`src/rtl/layer_mem_sequencer.sv`:
```
// layer_mem_sequencer
// Walks one fully-connected layer over the activation RAM and the weight ROM.
// Both memories have a one-cycle synchronous read.
// The block issues read addresses and registers the element tags so that they
// line up with the memory read data. The MAC applies backpressure through
// mac_ready_i.
// Optional output writeback: define LAYER_SEQ_WB_EN to register accumulator
// results into an output RAM write port and add the WB_WAIT state.
//
// state     | meaning
// ----------+---------------------------------------------------------------
// S_IDLE    | waiting for start_i
// S_RUN     | issuing addresses, presenting elements to the MAC
// S_DRAIN   | final address issued, waiting for the final element to be taken
// S_WB_WAIT | (writeback build) waiting for OUT_SIZE result writes
// S_DONE    | one-cycle completion pulse, then back to idle
module layer_mem_sequencer #(
   parameter  int IN_SIZE  = 784,
   parameter  int OUT_SIZE = 10,
   parameter  int ACC_W    = 16,
   localparam int AW       = $clog2(IN_SIZE),
   localparam int WW       = $clog2(IN_SIZE * OUT_SIZE),
   localparam int NW       = $clog2(OUT_SIZE)
) (
   input  logic             clk_i,
   input  logic             rst_n_i,
   input  logic             start_i,
   output logic             busy_o,
   output logic             done_o,
   output logic [AW-1:0]    in_addr_o,
   output logic [WW-1:0]    w_addr_o,
   output logic             rd_valid_o,
   output logic             rd_first_o,
   output logic             rd_last_o,
   output logic [NW-1:0]    rd_neuron_o,
   input  logic             mac_ready_i,
   input  logic             acc_valid_i,
   input  logic [ACC_W-1:0] acc_data_i,
   output logic             out_wen_o,
   output logic [NW-1:0]    out_addr_o,
   output logic [ACC_W-1:0] out_data_o
);

   localparam logic [AW-1:0] IN_LAST  = AW'(IN_SIZE - 1);
   localparam logic [NW-1:0] OUT_LAST = NW'(OUT_SIZE - 1);

`ifdef LAYER_SEQ_WB_EN
   typedef enum logic [2:0] {S_IDLE, S_RUN, S_DRAIN, S_WB_WAIT, S_DONE} state_t;
   localparam int CW = $clog2(OUT_SIZE + 1);
   logic [CW-1:0]    wb_cnt_q;
   logic             out_wen_q;
   logic [NW-1:0]    out_addr_q;
   logic [ACC_W-1:0] out_data_q;
   logic             wb_accept;
`else
   typedef enum logic [2:0] {S_IDLE, S_RUN, S_DRAIN, S_DONE} state_t;
`endif

   state_t        state_q;
   logic          busy_q, done_q;
   logic [AW-1:0] i_q, i_d;
   logic [NW-1:0] n_q, n_d;
   logic [WW-1:0] w_q, w_d;
   logic          rd_valid_q, rd_first_q, rd_last_q;
   logic [NW-1:0] rd_neuron_q;
   logic          advance, final_addr;

   // Next address values; w_addr is a running counter so no multiplier is needed.
   always_comb begin
      i_d        = i_q + AW'(1);
      n_d        = n_q;
      w_d        = w_q + WW'(1);
      if (i_q == IN_LAST) begin
         i_d = '0;
         n_d = n_q + NW'(1);
      end
      advance    = !rd_valid_q || mac_ready_i;
      final_addr = (i_q == IN_LAST) && (n_q == OUT_LAST);
   end

`ifdef LAYER_SEQ_WB_EN
   // A result is taken only while the layer is active and writes remain.
   assign wb_accept = acc_valid_i && (wb_cnt_q < CW'(OUT_SIZE)) &&
                      (state_q == S_RUN || state_q == S_DRAIN || state_q == S_WB_WAIT);
`endif

   // Layer FSM, address issue, tag pipeline and optional writeback.
   always_ff @(posedge clk_i) begin
      if (!rst_n_i) begin
         state_q     <= S_IDLE;
         busy_q      <= 1'b0;
         done_q      <= 1'b0;
         i_q         <= '0;
         n_q         <= '0;
         w_q         <= '0;
         rd_valid_q  <= 1'b0;
         rd_first_q  <= 1'b0;
         rd_last_q   <= 1'b0;
         rd_neuron_q <= '0;
`ifdef LAYER_SEQ_WB_EN
         wb_cnt_q    <= '0;
         out_wen_q   <= 1'b0;
         out_addr_q  <= '0;
         out_data_q  <= '0;
`endif
      end else begin
         done_q <= 1'b0;
`ifdef LAYER_SEQ_WB_EN
         out_wen_q <= 1'b0;
         if (wb_accept) begin
            out_wen_q  <= 1'b1;
            out_addr_q <= wb_cnt_q[NW-1:0];
            out_data_q <= acc_data_i;
            wb_cnt_q   <= wb_cnt_q + CW'(1);
         end
`endif
         case (state_q)
            S_IDLE: begin
               if (start_i) begin
                  state_q <= S_RUN;
                  busy_q  <= 1'b1;
                  i_q     <= '0;
                  n_q     <= '0;
                  w_q     <= '0;
`ifdef LAYER_SEQ_WB_EN
                  wb_cnt_q <= '0;
`endif
               end
            end
            S_RUN: begin
               // Tags describe the address held this cycle, which the memory
               // is reading at this edge.
               if (advance) begin
                  rd_valid_q  <= 1'b1;
                  rd_first_q  <= (i_q == '0);
                  rd_last_q   <= (i_q == IN_LAST);
                  rd_neuron_q <= n_q;
                  if (final_addr) begin
                     state_q <= S_DRAIN;
                  end else begin
                     i_q <= i_d;
                     n_q <= n_d;
                     w_q <= w_d;
                  end
               end
            end
            S_DRAIN: begin
               if (rd_valid_q && mac_ready_i) begin
                  rd_valid_q  <= 1'b0;
                  rd_first_q  <= 1'b0;
                  rd_last_q   <= 1'b0;
                  rd_neuron_q <= '0;
                  if (rd_last_q && rd_neuron_q == OUT_LAST) begin
`ifdef LAYER_SEQ_WB_EN
                     state_q <= S_WB_WAIT;
`else
                     state_q <= S_DONE;
                     busy_q  <= 1'b0;
                     done_q  <= 1'b1;
`endif
                  end
               end
            end
`ifdef LAYER_SEQ_WB_EN
            S_WB_WAIT: begin
               if (wb_cnt_q == CW'(OUT_SIZE)) begin
                  state_q <= S_DONE;
                  busy_q  <= 1'b0;
                  done_q  <= 1'b1;
               end
            end
`endif
            S_DONE: begin
               state_q <= S_IDLE;
            end
            default: begin
               state_q <= S_IDLE;
               busy_q  <= 1'b0;
            end
         endcase
      end
   end

   assign busy_o      = busy_q;
   assign done_o      = done_q;
   assign in_addr_o   = i_q;
   assign w_addr_o    = w_q;
   assign rd_valid_o  = rd_valid_q;
   assign rd_first_o  = rd_first_q;
   assign rd_last_o   = rd_last_q;
   assign rd_neuron_o = rd_neuron_q;

`ifdef LAYER_SEQ_WB_EN
   assign out_wen_o  = out_wen_q;
   assign out_addr_o = out_addr_q;
   assign out_data_o = out_data_q;
`else
   logic unused_acc;
   assign unused_acc = ^{acc_valid_i, acc_data_i};
   assign out_wen_o  = 1'b0;
   assign out_addr_o = '0;
   assign out_data_o = '0;
`endif

endmodule
```
`config.mk`:
```
export PLATFORM = sky130hd
export DESIGN_NAME = layer_mem_sequencer
export DESIGN_NICKNAME = d
export VERILOG_FILES = /design/src/rtl/layer_mem_sequencer.sv
export SDC_FILE = /design/constraint.sdc
export NUM_CORES = 1
export LEC_CHECK = 0
export ABC_AREA = 1
export CAP_MARGIN = 20
export CORE_MARGIN = 2
export CORE_UTILIZATION = 51
export CTS_CLUSTER_DIAMETER = 30
export CTS_CLUSTER_SIZE = 24
export DETAILED_ROUTE_END_ITERATION = 6
export PLACE_DENSITY = 0.86
export SLEW_MARGIN = 10
export SYNTH_ARGS = -nofsm -noshare
export SYNTH_HDL_FRONTEND = slang
export SYNTH_SLANG_ARGS = --single-unit
export TNS_END_PERCENT = 10
```
`constraint.sdc`:
```
create_clock -name clk_i -period 2.7 [get_ports clk_i]
set_clock_uncertainty 0.05 [all_clocks]
set_input_delay 0.54 -clock clk_i [delete_from_list [all_inputs] [get_ports clk_i]]
set_output_delay 0.54 -clock clk_i [all_outputs]
set_load 0.01 [all_outputs]
```
After elaboration in Yosys (flattened, before gate mapping):

Index checks and enable logic that the tools add are counted.

* flip-flop bits (word level): 39
* output and inout bits: 53

* $add $sub $neg: 3
* eq/ne operators: 13
* muxes and demuxes: 35
* bitwise operators: 1
* reduce and logical (&&, ||, !) cells: 16

Operator list (number)
* 10-bit 2-to-1 mux: 4
* 13-bit 2-to-1 mux: 3
* 13-bit case mux with 2 select lines: 1
* 4-bit 2-to-1 mux: 6
* 10-bit case mux with 2 select lines: 1
* 4-bit case mux with 2 select lines: 2
* 3-bit 2-to-1 mux: 5
* 2-bit != test (second input constant): 7
* 13-bit by 1-bit adder with 13-bit output (second input constant): 1
* 10-bit by 1-bit adder with 10-bit output (second input constant): 1
* 10-bit equality test (second input constant): 1
* 10-bit zero test: 1
* 5-bit AND reduction: 2
* 3-bit case mux with 3 select lines: 1
* 4-bit equality test (second input constant): 2
* 1-bit 2-to-1 mux: 8
* 4-bit AND reduction: 2
* 3-bit by 2-bit equality test with 1-bit output (second input constant): 2
* 1-bit case mux with 2 select lines: 3
* 3-bit AND reduction: 2
* 4-bit by 1-bit adder with 4-bit output (second input constant): 1
* 2-bit nonzero test: 2
* 3-bit by 1-bit equality test with 1-bit output (second input constant): 1
* 1-bit logical AND: 3
* 6 further kinds: 6

Logic depth before layout (Yosys ltp):

* depth after elaboration: 5
* mapped depth: 11
* gate-level depth less buffers: 11

Worst setup path after synthesis:

Ideal clock, no wire load.

* path kind: register -> register
* from: register i_q[1] (netlist: in_addr_o[1])
* to: register n_q[1]
* arrival time: 1476 ps
* setup slack: 1059 ps
* stages on the path, launching flop included: 9
* path through: dfxtp_1 ha_1 nand3_2 nor2_4 a21oi_1 nor2_1 nand2_1 a21oi_1 nor2_1

* cells in the longest elaborated chain, start to end: 4
* elaborated cells between the ends (all ways): 5

RTL lines
* from (decl): line 61 `logic [AW-1:0] i_q, i_d;`
* from (signal assigned): line 141 `i_q <= i_d;`
* 10-bit equality test *: line 73, 78
* 1-bit logical AND: line 78 `final_addr = (i_q == IN_LAST) && (n_q == OUT_LAST);`
* 2-bit != test (no line)
* 5-bit AND reduction (no line) *
* to (signal assigned): line 142 `n_q <= n_d;`
* to (decl): line 62 `logic [NW-1:0] n_q, n_d;`

Mark *: on every way between the ends. The rest lies on a longest branch, timed or not.
A chain may end at the register's enable or synchronous reset.

Final worst setup path:

* from: register state_q[1]
* to: register rd_first_q (netlist: rd_first_o)

* cells in the longest elaborated chain, start to end: 3
* elaborated cells between the ends (all ways): 7

RTL lines
* from (decl): line 59 `state_t state_q;`
* from (signal assigned): line 90 `state_q <= S_IDLE;`
* from (signal assigned): line 120 `state_q <= S_RUN;`
* from (signal assigned): line 139 `state_q <= S_DRAIN;`
* 3-bit by 2-bit equality test with 1-bit output / 3-bit by 1-bit equality test with 1-bit output (equally long branches): line 117 `case (state_q)`
* 2-bit != test (no line) / 2-bit nonzero test (equally long branches)
* 3-bit AND reduction (no line)
* to (signal assigned): line 135 `rd_first_q <= (i_q == '0);`
* to (decl): line 64 `logic rd_valid_q, rd_first_q, rd_last_q;`

Parallel ways exist; a longest one is shown, timed or not.

==> impl_metrics.py <==
metrics = {
    "cts": {
        "cts_setup_buffers": 0,
        "h-tree-depth": 2,
        "clock_sinks": 38,
        "cts.clk_slew.worst_paths_ns": 0.09,
        "clock_path_buffers": 2,
        "cts_resized": 0,
        "numCtsBuffers": 5,
        "postCtsHoldBufs": 0,
        "root_buffer": "clkbuf_8",
        "cts_tree": "done",
        "insertion_delay_ns": 0.30,
    },
    "final_layout": {
        "fin_nets": 435,
        "antennaDiodeCount": 0,
        "drive_gt1_share_pct": 6.897,
        "nFillCells": 438,
        "fin_util_pct": 61.58,
        "area_growth_pct": 18.25,
    },
    "yosys": {
        "ys.flop_type": "dfxtp_1",
        "synth_area_sq_um": 2427,
        "yosysUniqueCellTypes": 30,
        "synth-edff-count": 0,
        "async_flop_share_pct": 0,
        "ys_seq_area_share_pct": 31.34,
        "syn_avg_cell_area_sq_um": 6.525,
        "synth_seq_cells": 38,
        "synth_cells": 372,
        "synth_warnings": 0,
    },
    "routing": {
        "drt_iter0_markers": 123,
        "num_vias": 2394,
        "antenna_left": 0,
        "routed_wl_um": 5666,
        "drc": 0,
        "via_per_inst": 5.204,
        "drt_pre_antenna_iters": 5,
        "post_drt_wl_per_cell_um": 12.32,
    },
    "worst_hold_path": {
        "min_path_type": "reg2reg",
    },
    "timing": {
        "slew_headroom_pct": 63.54,
        "tightest_slew_ns": 0.5435,
        "setup_viol": 0,
        "finalSetupTns_ns": 0,
        "fmax_ghz": 0.4814,
        "maxSlewViolCount": 0,
        "fin_crit_ns": 2.077,
        "period_share_pct": 76.94,
        "finalHoldViolations": 0,
        "rsz0062_at_grt": "false",
    },
    "global_route": {
        "grtUsageTotal_pct": 21.92,
        "antenna_found_initial": 0,
        "grt_overflow": 0,
        "grt_max_degree": 26,
        "grt_pass1_wl_um": 9211,
        "grt_pass1_vias": 2048,
    },
    "worst_setup_path": {
        "crit_type": "reg2reg",
        "worst_setup_path_start_kind": "flip-flop",
        "end_kind": "flip-flop",
        "cp_data_arrival_time_ns": 2.27,
        "crit_path_max_fanout": 11,
        "crit_required_ns": 2.89,
    },
    "pwr": {
        "power_w": 0.002395,
        "irDropWorstVdd_uv": 457.1,
        "powerDensity_nw_per_um2": 834.5,
        "cellLeakagePower_nw": 1.112,
    },
    "place": {
        "numPortBuffers": 35,
        "place_hpwl_um": 3864,
        "gp_congestion": 0.8384,
    },
    "die": {
        "initial_core_util_pct": 52.08,
        "core_area_sq_um": 4661,
        "fp.dieH_um": 72.99,
        "num_rows": 25,
        "dieArea_sq_um": 5328,
        "io_pins": 74,
        "die_x_um": 72.99,
    },
    "run_status": {
        "outcome": "complete, no violations",
    },
    "run": {
        "max-cap-violations": 0,
    },
}
## final cells by class
cell class / count / area, sq um / area share, %
clock buffers: 6 / 82.58 / 2.877
clock inverters: 2 / 60.06 / 2.092
inverters: 38 / 142.6 / 4.969
multi-input cells: 281 / 1361 / 47.43
flip-flops and latches: 38 / 760.7 / 26.50
well taps: 54 / 67.56 / 2.354
repair buffers: 41 / 395.4 / 13.78
## final timing paths
path | startpoint | to | slack (ns) | depth (start not counted)
min reg2reg | w_addr_o[11] | w_addr_o[11] | 0.42 | 2
max reg2reg | state_q[1] | rd_first_o | 0.62 | 9
min | w_addr_o[11] | w_addr_o[11] | 0.42 | 2
max | state_q[1] | rd_first_o | 0.62 | 9
## synthesized netlist by cell type (2+ instances only)
cell type / number / area [sq um]
a21oi_1: 29 / 145.1
a21oi_2: 3 / 26.28
buf_2: 4 / 20.02
buf_4: 21 / 157.7
buf_6: 3 / 33.78
clkbuf_1: 7 / 26.28
dfxtp_1: 38 / 760.7
ha_1: 9 / 112.6
inv_1: 36 / 135.1
nand2_1: 90 / 337.8
nand2_4: 3 / 33.78
nand3_1: 37 / 185.2
nand3_2: 2 / 20.02
nand3b_1: 2 / 15.01
nand4_1: 5 / 31.28
nor2_1: 51 / 191.4
nor2_2: 2 / 12.51
nor3_1: 6 / 30.03
nor3b_1: 3 / 22.52
o21ai_0: 9 / 45.04
xor2_1: 3 / 26.28
## sequential cells by signal, summed over array words and instances (netlist names)
name,flops
rd_valid_o,1
done_o,1
state_q,2
w_addr_o,13
rd_neuron_o,4
rd_last_o,1
busy_o,1
in_addr_o,10
rd_first_o,1
n_q,4
## cell usage in the layout, fill, tap and decap left out, types with 5 or more instances in the layout
master and instances:
nand2_1 90, nor3_1 6, ha_1 9, dfxtp_1 38
clkbuf_8 6, a21oi_1 29, nor2_1 51, clkdlybuf4s50_1 35
nand3_1 37, inv_1 36, nand4_1 5, o21ai_0 9
buf_4 6, conb_1 21
## stage by stage
stage / setup slack, ns / std cells / hold WS (ns) / instance area (sq um)
2_1_floorplan: 1.059 / 392 / 0.4261 / 2502
3_3_place_gp: 0.5830 / 452 / 0.4077 / 2728
3_5_place_dp: 0.5708 / 452 / 0.4140 / 2728
4_1_cts: 0.5808 / 460 / 0.4251 / 2870
5_1_grt: 0.3799 / 460 / 0.4523 / 2870
6_report: 0.6226 / 460 / 0.4209 / 2870
## logic make-up after synthesis
kind of cell    synth area share (%)
compound gates                 9.536
xor+xnor                       1.444
fa+ha+maj                      4.639
buf+inv                        15.67
flops                          31.34
other cells                   0.1545
simple gates                   37.22
## routing by layer
layer / up-vias / track usage [%] / part of all wire, %
met5: - / 0 / 0
met2: 82 / 35.54 / 49
li1: 1204 / - / -
met3: 8 / 4.558 / 6.0
met1: 1100 / 28.49 / 44
met4: 0 / 8.436 / 1.2
## critical path: stages (launching register included)
cell	delay [ns]
dfxtp_1	0.34
inv_1	0.08
ha_1	0.40
inv_1	0.13
buf_4	0.20
nor2_1	0.14
o21ai_2	0.15
nor2_2	0.26
nand4_1	0.13
a21oi_1	0.14
## report_power, final
group          switching (W)  total, W  internal, W
clock               0.000223  0.000617     0.000394
sequential         0.0000794  0.000715     0.000636
combinational       0.000716   0.00106     0.000347
Note: power is estimated with default switching activity, not from simulation.
